--- src/rtl/decim_frame_if.sv ---
// Sample/config inputs and the frame result bus of the frame decimator.
// The master drives samples and config; the slave returns data_out/valid_out.
interface decim_frame_if #(
  parameter int IN_W     = 12,
  parameter int MAX_LOG2 = 9,
  parameter int OUT_W    = IN_W + 2*MAX_LOG2
);
  localparam int LW = $clog2(MAX_LOG2+1);

  logic             en;
  logic [IN_W-1:0]  data_in;
  logic [1:0]       mode;
  logic [LW-1:0]    osr_log2;
  logic             sync;
  logic [OUT_W-1:0] data_out;
  logic             valid_out;

  modport master (
    output en, data_in, mode, osr_log2, sync,
    input  data_out, valid_out
  );

  modport slave (
    input  en, data_in, mode, osr_log2, sync,
    output data_out, valid_out
  );
endinterface

--- src/rtl/decim_frame.sv ---
// Frame decimator: sample-hold, sinc1 or sinc2 over 2^osr_log2 samples.
// Integrators restart every frame; one registered result word per frame.
module decim_frame #(
  parameter int IN_W     = 12,
  parameter int MAX_LOG2 = 9,
  parameter int OUT_W    = IN_W + 2*MAX_LOG2
) (
  input  logic          clk,
  input  logic          rst_n,
  decim_frame_if.slave  io
);
  localparam int LW  = $clog2(MAX_LOG2+1);
  localparam int A1W = IN_W + MAX_LOG2;

  logic [MAX_LOG2-1:0] cnt_q, cnt_d;
  logic [A1W-1:0]      acc1_q, acc1_d;
  logic [OUT_W-1:0]    acc2_q, acc2_d;
  logic [1:0]          mode_q, mode_d;
  logic [LW-1:0]       log2_q, log2_d;
  logic [OUT_W-1:0]    dout_q, dout_d;
  logic                vld_q, vld_d;

  logic                first;
  logic [1:0]          eff_mode;
  logic [LW-1:0]       eff_log2;
  logic [LW-1:0]       clamp_log2;
  logic [MAX_LOG2-1:0] lim;
  logic [A1W-1:0]      a1n;
  logic [OUT_W-1:0]    a2n;

  always_comb begin
    first      = (cnt_q == '0);
    clamp_log2 = (io.osr_log2 > LW'(MAX_LOG2)) ?
                 LW'(MAX_LOG2) : io.osr_log2;
    // The first sample of a frame runs with the config it latches.
    eff_mode   = first ? io.mode : mode_q;
    eff_log2   = first ? clamp_log2 : log2_q;
    lim        = ~({MAX_LOG2{1'b1}} << eff_log2);
    a1n        = acc1_q + A1W'(io.data_in);
    a2n        = acc2_q + OUT_W'(a1n);

    cnt_d  = cnt_q;
    acc1_d = acc1_q;
    acc2_d = acc2_q;
    mode_d = mode_q;
    log2_d = log2_q;
    dout_d = dout_q;
    vld_d  = 1'b0;

    if (io.sync) begin
      cnt_d  = '0;
      acc1_d = '0;
      acc2_d = '0;
    end else if (io.en) begin
      if (first) begin
        mode_d = io.mode;
        log2_d = clamp_log2;
      end
      if (cnt_q == lim) begin
        unique case (eff_mode)
          2'd0:    dout_d = OUT_W'(io.data_in);
          2'd2:    dout_d = a2n;
          default: dout_d = OUT_W'(a1n);
        endcase
        vld_d  = 1'b1;
        cnt_d  = '0;
        acc1_d = '0;
        acc2_d = '0;
      end else begin
        cnt_d  = cnt_q + MAX_LOG2'(1);
        acc1_d = a1n;
        acc2_d = a2n;
      end
    end
  end

  always_ff @(posedge clk) begin
    if (!rst_n) begin
      cnt_q  <= '0;
      acc1_q <= '0;
      acc2_q <= '0;
      mode_q <= 2'd0;
      log2_q <= LW'(MAX_LOG2);
      dout_q <= '0;
      vld_q  <= 1'b0;
    end else begin
      cnt_q  <= cnt_d;
      acc1_q <= acc1_d;
      acc2_q <= acc2_d;
      mode_q <= mode_d;
      log2_q <= log2_d;
      dout_q <= dout_d;
      vld_q  <= vld_d;
    end
  end

  assign io.data_out  = dout_q;
  assign io.valid_out = vld_q;
endmodule

--- src/flat_wrapper.sv ---
// flat-port wrapper written by rule: the top's interface ports become plain ports
module decim_frame_flat 
#(
  parameter int IN_W     = 12,
  parameter int MAX_LOG2 = 9,
  parameter int OUT_W    = IN_W + 2*MAX_LOG2
)
  (clk, rst_n, io_en, io_data_in, io_mode, io_osr_log2, io_sync, io_data_out, io_valid_out);
  decim_frame_if #(.IN_W(IN_W), .MAX_LOG2(MAX_LOG2), .OUT_W(OUT_W)) io_i ();
  input  logic clk;
  input  logic rst_n;
  input wire logic [$bits(io_i.en)-1:0] io_en;
  input wire logic [$bits(io_i.data_in)-1:0] io_data_in;
  input wire logic [$bits(io_i.mode)-1:0] io_mode;
  input wire logic [$bits(io_i.osr_log2)-1:0] io_osr_log2;
  input wire logic [$bits(io_i.sync)-1:0] io_sync;
  output wire logic [$bits(io_i.data_out)-1:0] io_data_out;
  output wire logic [$bits(io_i.valid_out)-1:0] io_valid_out;
  assign io_i.en = io_en;
  assign io_i.data_in = io_data_in;
  assign io_i.mode = io_mode;
  assign io_i.osr_log2 = io_osr_log2;
  assign io_i.sync = io_sync;
  assign io_data_out = io_i.data_out;
  assign io_valid_out = io_i.valid_out;
  decim_frame #(.IN_W(IN_W), .MAX_LOG2(MAX_LOG2), .OUT_W(OUT_W)) u_core (.clk(clk), .rst_n(rst_n), .io(io_i));
endmodule
--- config.mk ---
export PLATFORM = sky130hd
export DESIGN_NAME = decim_frame_flat
export DESIGN_NICKNAME = d
export VERILOG_FILES = /design/src/rtl/decim_frame_if.sv /design/src/rtl/decim_frame.sv /design/src/flat_wrapper.sv
export SDC_FILE = /design/constraint.sdc
export NUM_CORES = 1
export LEC_CHECK = 0
export CAP_MARGIN = 20
export CORE_MARGIN = 3
export CORE_UTILIZATION = 59
export CTS_BUF_LIST = sky130_fd_sc_hd__clkbuf_16
export CTS_CLUSTER_DIAMETER = 100
export DETAILED_ROUTE_END_ITERATION = 10
export GPL_ROUTABILITY_DRIVEN = 0
export GPL_TIMING_DRIVEN = 0
export PLACE_DENSITY = 0.81
export SETUP_SLACK_MARGIN = 0.5
export SYNTH_ARGS = -nofsm -noshare
export SYNTH_HDL_FRONTEND = slang
export SYNTH_SLANG_ARGS = --single-unit
--- constraint.sdc ---
create_clock -name clk -period 5.55 [get_ports clk]
set_input_delay 0.555 -clock clk [delete_from_list [all_inputs] [get_ports clk]]
set_output_delay 0.555 -clock clk [all_outputs]
set_load 0.005 [all_outputs]
# Word-level counts from Yosys, hierarchy flattened
# Cells that the tools add are included.
[op_classes]
addsub = 3
n_lt_le_gt_ge = 1
n_eq_ne = 2
shift = 1
n_mux = 8
n_bitwise = 4
reduce_logical = 6
[ops]
columns = ["operator", "n"]
rows = [
  ["one-hot mux 30 bit (2 select lines)", 1],
  ["adder 30 x 21 -> 30 bit", 1],
  ["two-way mux 30 bit", 1],
  ["adder 21 x 12 -> 21 bit", 1],
  ["two-way mux 21 bit", 1],
  ["adder 9 x 1 -> 9 bit (second input constant)", 1],
  ["== test 9 bit", 1],
  ["zero test 9 bit", 1],
  ["two-way mux 9 bit", 1],
  ["inverter 9 bit", 1],
  ["<< shifter 9 x 4 -> 9 bit (first input constant)", 1],
  ["two-way mux 4 bit", 2],
  ["greater-than comparator 4 bit (second input constant)", 1],
  ["inverter 1 bit", 3],
  ["AND reduction 3 bit", 1],
  ["OR reduction 3 bit", 1],
  ["== test 2 bit (second input constant)", 1],
  ["zero test 2 bit", 1],
  ["two-way mux 2 bit", 1],
  ["AND reduction 2 bit", 1],
  ["OR reduction 2 bit", 1],
  ["two-way mux 1 bit", 1],
]
[word_totals]
reg_bits = 97
out_inout_bits = 31

# Longest topological paths before layout
# Gate-level depths: netlist (run 1).
[depth]
word_depth = 7
depth_mapped = 17

# Worst setup path before layout (run 1)
# Ideal clock, no wire load.
[synth_path]
path_kind = "input-to-reg"
start = "in io_data_in[0]"
end = "reg u_core.acc2_q[29]"
arrival_ns = 4.280
t_required_ns = 5.476
setup_slack_ns = 1.196
stages = 15
path_buffers = 0
cell_sequence = "ha_1 > inv_1 > fa_1 > nand2b_1 > a21o_1 > a211oi_1 > o2111ai_1 > xnor2_1 > ha_1 > and2_1 > nand2_1 > o41ai_1 > o21ai_0 > or4_1 > a31oi_1"
[synth_between]
elab_chain_len = 3
[synth_rtl]
columns = ["item", "line_no", "source"]
rows = [
  ["start, declared", "flat_wrapper.sv:13", "input wire logic [$bits(io_i.data_in)-1:0] io_data_in;"],
  ["adder 21 x 12 -> 21 bit", "decim_frame.sv:39", "a1n = acc1_q + A1W'(io.data_in);"],
  ["adder 30 x 21 -> 30 bit", "decim_frame.sv:40", "a2n = acc2_q + OUT_W'(a1n);"],
  ["two-way mux 30 bit", "decim_frame.sv:59", "if (cnt_q == lim) begin"],
  ["end signal, assigned", "decim_frame.sv:81", "acc2_q <= '0;"],
  ["end signal, assigned", "decim_frame.sv:89", "acc2_q <= acc2_d;"],
  ["end, declared", "decim_frame.sv:17", "logic [OUT_W-1:0] acc2_q, acc2_d;"],
]
# Every way passes these cells.
# A chain may end at the register's enable or synchronous reset.

# Worst setup path in the final report (run 1)
[layout_path]
start = "in io_data_in[1]"
end = "reg u_core.acc2_q[21]"
# Same word-level chain as after synthesis.

==> metrics.txt, run 1 <==
post-synth cell types 67; clock share of power 39.9%; Top FF cell, synth dfxtp_1; RSZ-0062 raised after global routing no; CP Cell Sequence clkdlybuf4s50_1, ha_1, a21oi_1, o2111ai_1, a311o_1, and3_1, and2_1, xor2_1, ha_1, clkbuf_1, and3_1, nand3_1, o41ai_4, buf_4, o21bai_1, or4_1, o311ai_0; Final Hold Fails 0; deepest clock path buffer count 2; Placed Area ~0.0073 mm^2; max_cap viols 0; first drt pass iteration count 6; post-DP HPWL 14.6 mm; mapped cell area between 0.006 and 0.007 mm^2; Comb power frac 18.6%; Clock transition at path regs 0.07 ns; crit path buf inv count 3; CP max stage delay roughly 0.52 ns; slew margin rel. 43.0%; Cell Int Power 1220 uW; post-synthesis instance total 871; Via density 6.67; final worst path period share between 80% and 90%; CP Launch Type input port; syn_nets 931; CTS buffer count 9; Routed Antenna Nets 0; NumNets Final around 990; Routed WL 20.3 mm; share of post-route cells with drive strength above 1 4.69%; CP max-delay cell or4_1; worst path required time 5.80 ns; asr flop ratio synth 0%; main area contributors after synthesis dfxtp_1 (29%), ha_1 (6.8%), a21oi_1 (6.7%); most numerous cell in the Yosys netlist nand2_1; Total Routing Usage GR between 30% and 40%; fmax just over 200 MHz; 1st-iter DRT viols between 700 and 800; initial antenna violation count 0; Final Non-Filler Cells around 1100; Hold Buf Count CTS 0; sequential element share of the synthesized area 29.3%; critical path class in2reg; die width about 110 um; Final WS setup 0.665 ns; crit path max fanout 10; Hold Path Class reg2reg; Static Leak 0.00295 uW; IO Pins 53; max-slew violations 0; top layer reached by signal wires met4; top cell type's share of synthesized area roughly 29%; Post-Route Skew 0.00770 ns; status completed; Flop pwr share about two fifths; Switch Pwr 510 uW; crit path DAT 5.13 ns; commonest cells in the synthesized netlist nand2_1 (111), dfxtp_1 (97), a21oi_1 (89); Root Driver clkbuf_16; vias in the first global route ~6700; PD cells 225 mW/mm^2; # setup viols final 0; starting density of the core 60.8%; fin crit period 4.89 ns; CP endpoint kind flip-flop; dpl ws -0.349 ns; CTS tree yes; met2 WL 9.67 mm; Placed Instances 1061; Core Area around 0.011 mm^2; dominant cell type by area after synthesis dfxtp_1; DIE AREA approximately 0.013 mm^2; IO buf count 50; DR WL met3 1.74 mm; wire length of the first global-routing pass 32.8 mm; post-route cell area 0.00768 mm^2; Worst VDD drop 0.177 mV; Die H 112 um; synthesis-stage register bit count 97; synth warn 0; metal1 wirelength 8.29 mm; # DRC 0; EDFF count, synth 0; Syn Area/Cell 7.60 um^2; largest net degree at the start of global routing 17; Site Rows 38; P&R area growth vs syn 16.0%; Slew @ Worst Pin 0.851 ns; routed length per instance 18.9 um; fin util 70.5%; Vias 7189; worst skew pair latency 0.36 ns; n_diodes 0; GRT overflow 0; clk sink count 97; delay-heaviest family, CP simple AND/OR/NAND/NOR gates; H-tree depth 3; sw frac 29.5%
-- cells by family (layout without fill, tap and decap cells) --
family / count (synthesis) / after routing / synth area share [%]
AO/OA/AOI/OAI: 267 / 267 / 25.9
AND/OR/NAND/NOR: 342 / 342 / 25.5
XOR/XNOR: 45 / 45 / 5.95
adder cells (fa/ha/maj): 38 / 38 / 7.40
multiplexers: 8 / 8 / 1.25
buffers and inverters: 74 / 141 / 4.61
flip-flops: 97 / 97 / 29.3
-- cell usage in the layout, fill, tap and decap left out, drive strengths merged, types with 18 or more instances in the layout --
master           n
nand2          111
dfxtp           97
a21oi           90
nand3           66
o21ai           57
nor2            55
clkdlybuf4s50   50
clkbuf          48
ha              36
xor2            26
inv             22
xnor2           19
and3            18
-- metrics by stage --
step / TNS [ns] / total power, uW / hold slack, ns
2_1_floorplan: 0 / 950 / 0.432
6_report: 0 / 1730 / 0.453
3_3_place_gp: -1.62 / 1030 / 0.440
5_1_grt: 0 / 1790 / 0.482
3_5_place_dp: -2.07 / 1040 / 0.446
4_1_cts: 0 / 1710 / 0.455
-- flip-flops by register name, indices dropped and copies added, names as in the netlist --
signal and flops:
u_core.io.data_out 30, u_core.acc2_q 30, u_core.log2_q 4, u_core.cnt_q 9, u_core.acc1_q 21, u_core.io.valid_out 1
u_core.mode_q 2
-- worst register-to-register path: stages, from the launching register on --
cell and delay [ns]:
dfxtp_1 0.32, ha_1 0.27, a21oi_1 0.31, o2111ai_1 0.28, a311o_1 0.40, and3_1 0.23, and2_1 0.21, xor2_1 0.16
ha_1 0.30, clkbuf_1 0.31, and3_1 0.36, nand3_1 0.16, o41ai_4 0.08, buf_4 0.20, o21bai_1 0.15, or4_1 0.52
o311ai_0 0.13
-- what timing repair did --
item | CTS | global route
cloned | 0 | 0
endpoints found under the hold margin | 0 | 0
setup endpoints to repair | 13 | 8
setup buffers | 0 | 1
pin swaps | 0 | 1
gates resized for setup | 5 | 7
-- per-layer routing --
layer  up-vias  GRT usage (%)
met5         -              0
met4         0           13.5
met3        70           5.43
met2       406           53.1
met1      3367           40.3
li1       3346              -
-- final cells by class --
| cell class | count | area [um^2] |
|---|---|---|
| buffer | 52 | 223 |
| clock buffer | 9 | 225 |
| clock inverter | 7 | 93.8 |
| fill | 909 | 3210 |
| inverter | 22 | 82.6 |
| multi-input combinational | 700 | 4430 |
| sequential | 97 | 1940 |
| tap | 140 | 175 |
| timing repair buffer | 51 | 508 |
-- worst paths after layout --
kind / end / cells after the start / startpoint / slack [ns]
worst max-delay path: u_core.acc2_q[21] / 17 / io_data_in[1] / 0.66
worst min-delay path: u_core.io.data_out[0] / 2 / u_core.io.data_out[0] / 0.45
worst min register to register: u_core.io.data_out[0] / 2 / u_core.io.data_out[0] / 0.45
worst max register to register: u_core.acc2_q[21] / 16 / u_core.acc1_q[1] / 1.04
-- power by group through the flow --
| stage | Combinational [uW] | Clock [uW] | Sequential [uW] |
|---|---|---|---|
| floorplan | 220 | 0 | 730 |
| CTS | 308 | 690 | 717 |
| global placement | 295 | 0 | 732 |
| detailed placement | 304 | 0 | 733 |
| global route | 349 | 719 | 718 |
| finish | 321 | 689 | 717 |
Power figures use the tool's default switching activity.
==> inputs of run 2 (changes only) <==
Settings changed: REMOVE_ABC_BUFFERS set to 1.
==> run 2 against run 1 <==
Compared with the run above:
- total power is 5.0% lower
- non-clock buffer count is 43 lower
- clock power is 11% lower
- clock skew is 0.0020 ns lower
- clock-buffer cell count stayed put
- combinational power is 3% lower
- final area is 1.4% lower
- setup slack better by 0.092 ns
==> metrics.txt, run 2 (synthesis results as in run 1) <==
status completed; # setup viols final 0 (unchanged); vias in the first global route 6482 (-3.1%); # DRC 0 (unchanged); routed length per instance 17.9 um (-5.0%); Setup TNS Final 0 ns (unchanged); Worst Hold Margin 0.455 ns (+0.00210 ns); PD cells 217 mW/mm^2 (-3.6%); Core Area 0.0109 mm^2 (unchanged); fmax 209 MHz (+1.9%); n_diodes 0 (unchanged); wire length of the first global-routing pass 30.7 mm (-6.5%); Via density 6.60 (-1.0%); largest net degree at the start of global routing 57 (+40); CTS tree yes; worst skew pair latency 0.35 ns (about the same); max_cap viols 0 (unchanged); critical path class in2reg; Final Hold Fails 0 (unchanged); most common cell after layout, fill and taps aside nand2_1; Die H 112 um (unchanged); IO Pins 53 (unchanged); fin crit period 4.79 ns (-0.0917 ns); initial antenna violation count 0 (unchanged); Static Leak 0.00290 uW (-1.7%); Worst VDD drop 0.133 mV (-25%); CP endpoint kind flip-flop; max-slew violations 0 (unchanged); share of post-route cells with drive strength above 1 4.92% (+0.23 points); crit path DAT 5.06 ns (-0.07 ns); GRT overflow 0 (unchanged); Slew @ Worst Pin 0.974 ns (+0.123 ns); RSZ-0062 raised after global routing no; Routed Antenna Nets 0 (unchanged); post-DP HPWL 12.9 mm (-11%); CP max-delay cell clkdlybuf4s50_1; starting density of the core 60.8% (unchanged); Final WS setup 0.756 ns (+0.0917 ns); first drt pass iteration count 5 (-1); clk sink count 97 (unchanged); Post-Route Skew 0.00572 ns (-0.00197 ns); Site Rows 38 (unchanged); IO buf count 52 (+4.0%); deepest clock path buffer count 2 (unchanged); Clock transition at path regs 0.06 ns (about the same); crit path max fanout 9 (-1); final worst path period share 86.4% (-1.7 points); fin util 69.6% (-0.98 points); Hold Buf Count CTS 0 (unchanged); CP Launch Type input port; H-tree depth 3 (unchanged); slew margin rel. 34.9% (-8.2 points); most frequent cells in the layout nand2_1 (111), dfxtp_1 (97), a21oi_1 (88); worst path required time 5.82 ns (+0.02 ns); NumNets Final 950 (-4.3%); Routed WL 18.5 mm (-8.9%); Total Routing Usage GR 29.7% (-2.0 points); Root Driver clkbuf_16; Vias 6824 (-5.1%); 1st-iter DRT viols 538 (-32%); CTS buffer count 9 (unchanged); fillcell total 925 (+1.8%); dpl ws -0.633 ns (-0.284 ns); area of the multi-input gates 0.00446 mm^2 (+0.68%); P&R area growth vs syn 14.4%; area occupied by registers 0.00194 mm^2 (unchanged); CP max stage delay 0.49 ns (-0.03 ns); DIE AREA 0.0125 mm^2 (unchanged); Hold Path Class reg2reg; CP Cell Sequence clkdlybuf4s50_1, ha_1, inv_1, fa_1, nand2b_1, a21o_1, a21oi_1, nor4b_1, a311o_1, ha_1, nand2_1, o21ai_0, nand3_1, o41ai_4, buf_4, o21ai_0, or4_1, a31oi_1; die width 112 um (unchanged)
==> run 2: changes by cell type in the layout (fill, tap and decap cells not counted), moves of 2 or more <==
cell,delta
clkbuf_1,-39
buf_2,-10
buf_4,+3
buf_16,+2
clkdlybuf4s50_1,+2
mux2i_1,-2
nor4_1,-2
nor4_2,+2
o21ai_0,+2
==> run 2: layer usage <==
| layer | track usage (%) | wire length, um | vias to the layer above |
|---|---|---|---|
| met3 | 4.67 | 1320 | 62 |
| met4 | 15.9 | 744 | 0 |
| met2 | 49.9 | 8850 | 292 |
| met1 | 36.4 | 7630 | 3218 |
| met5 | 0 | 0 | - |
| li1 | - | - | 3252 |
==> run 2: timing repair <==
item | in CTS | in global routing
pin swaps | 0 | 1
gates resized for setup | 3 | 7
buffers inserted | 0 | 1
endpoints found under the setup margin | 14 | 15
==> run 2: report_power, final <==
| group | switching (uW) | internal, uW | leakage (uW) |
|---|---|---|---|
| logic | 194 | 117 | 0.00198 |
| registers | 11.5 | 708 | 0.000784 |
| clock network | 270 | 341 | 0.000141 |
| total | 476 | 1170 | 0.00290 |
==> run 2: critical path, delay by kind of cell <==
kind	cells	cell delay [ns]
fa+ha+maj	3	1.07
buf+inv	3	0.76
simple gates	5	1.02
compound gates	7	1.68
==> run 2: metrics by stage <==
stage          total power (uW)  std cells  cell area (um^2)
6_report                   1640       1034              7570
4_1_cts                    1640       1033              7540
3_5_place_dp               1030       1018              7240
3_3_place_gp               1020       1011              7100
2_1_floorplan               939        819              6400
5_1_grt                    1710       1034              7570
==> run 2: area by class of cell <==
| cell class | instances | share of cell area (%) |
|---|---|---|
| clock buffers | 9 | 2.97 |
| multi-input cells | 700 | 58.9 |
| flip-flops and latches | 97 | 25.6 |
| clock inverters | 6 | 0.677 |
| well taps | 140 | 2.31 |
| inverters | 22 | 1.09 |
| repair buffers | 60 | 8.41 |
==> run 2: final timing paths <==
path / from / end / slack [ns] / depth (start not counted)
worst min-delay path: u_core.io.data_out[6] / u_core.io.data_out[6] / 0.46 / 2
worst min register to register: u_core.io.data_out[6] / u_core.io.data_out[6] / 0.46 / 2
worst max-delay path: io_data_in[0] / u_core.acc2_q[29] / 0.76 / 18
worst max register to register: u_core.acc1_q[0] / u_core.acc2_q[29] / 1.10 / 17
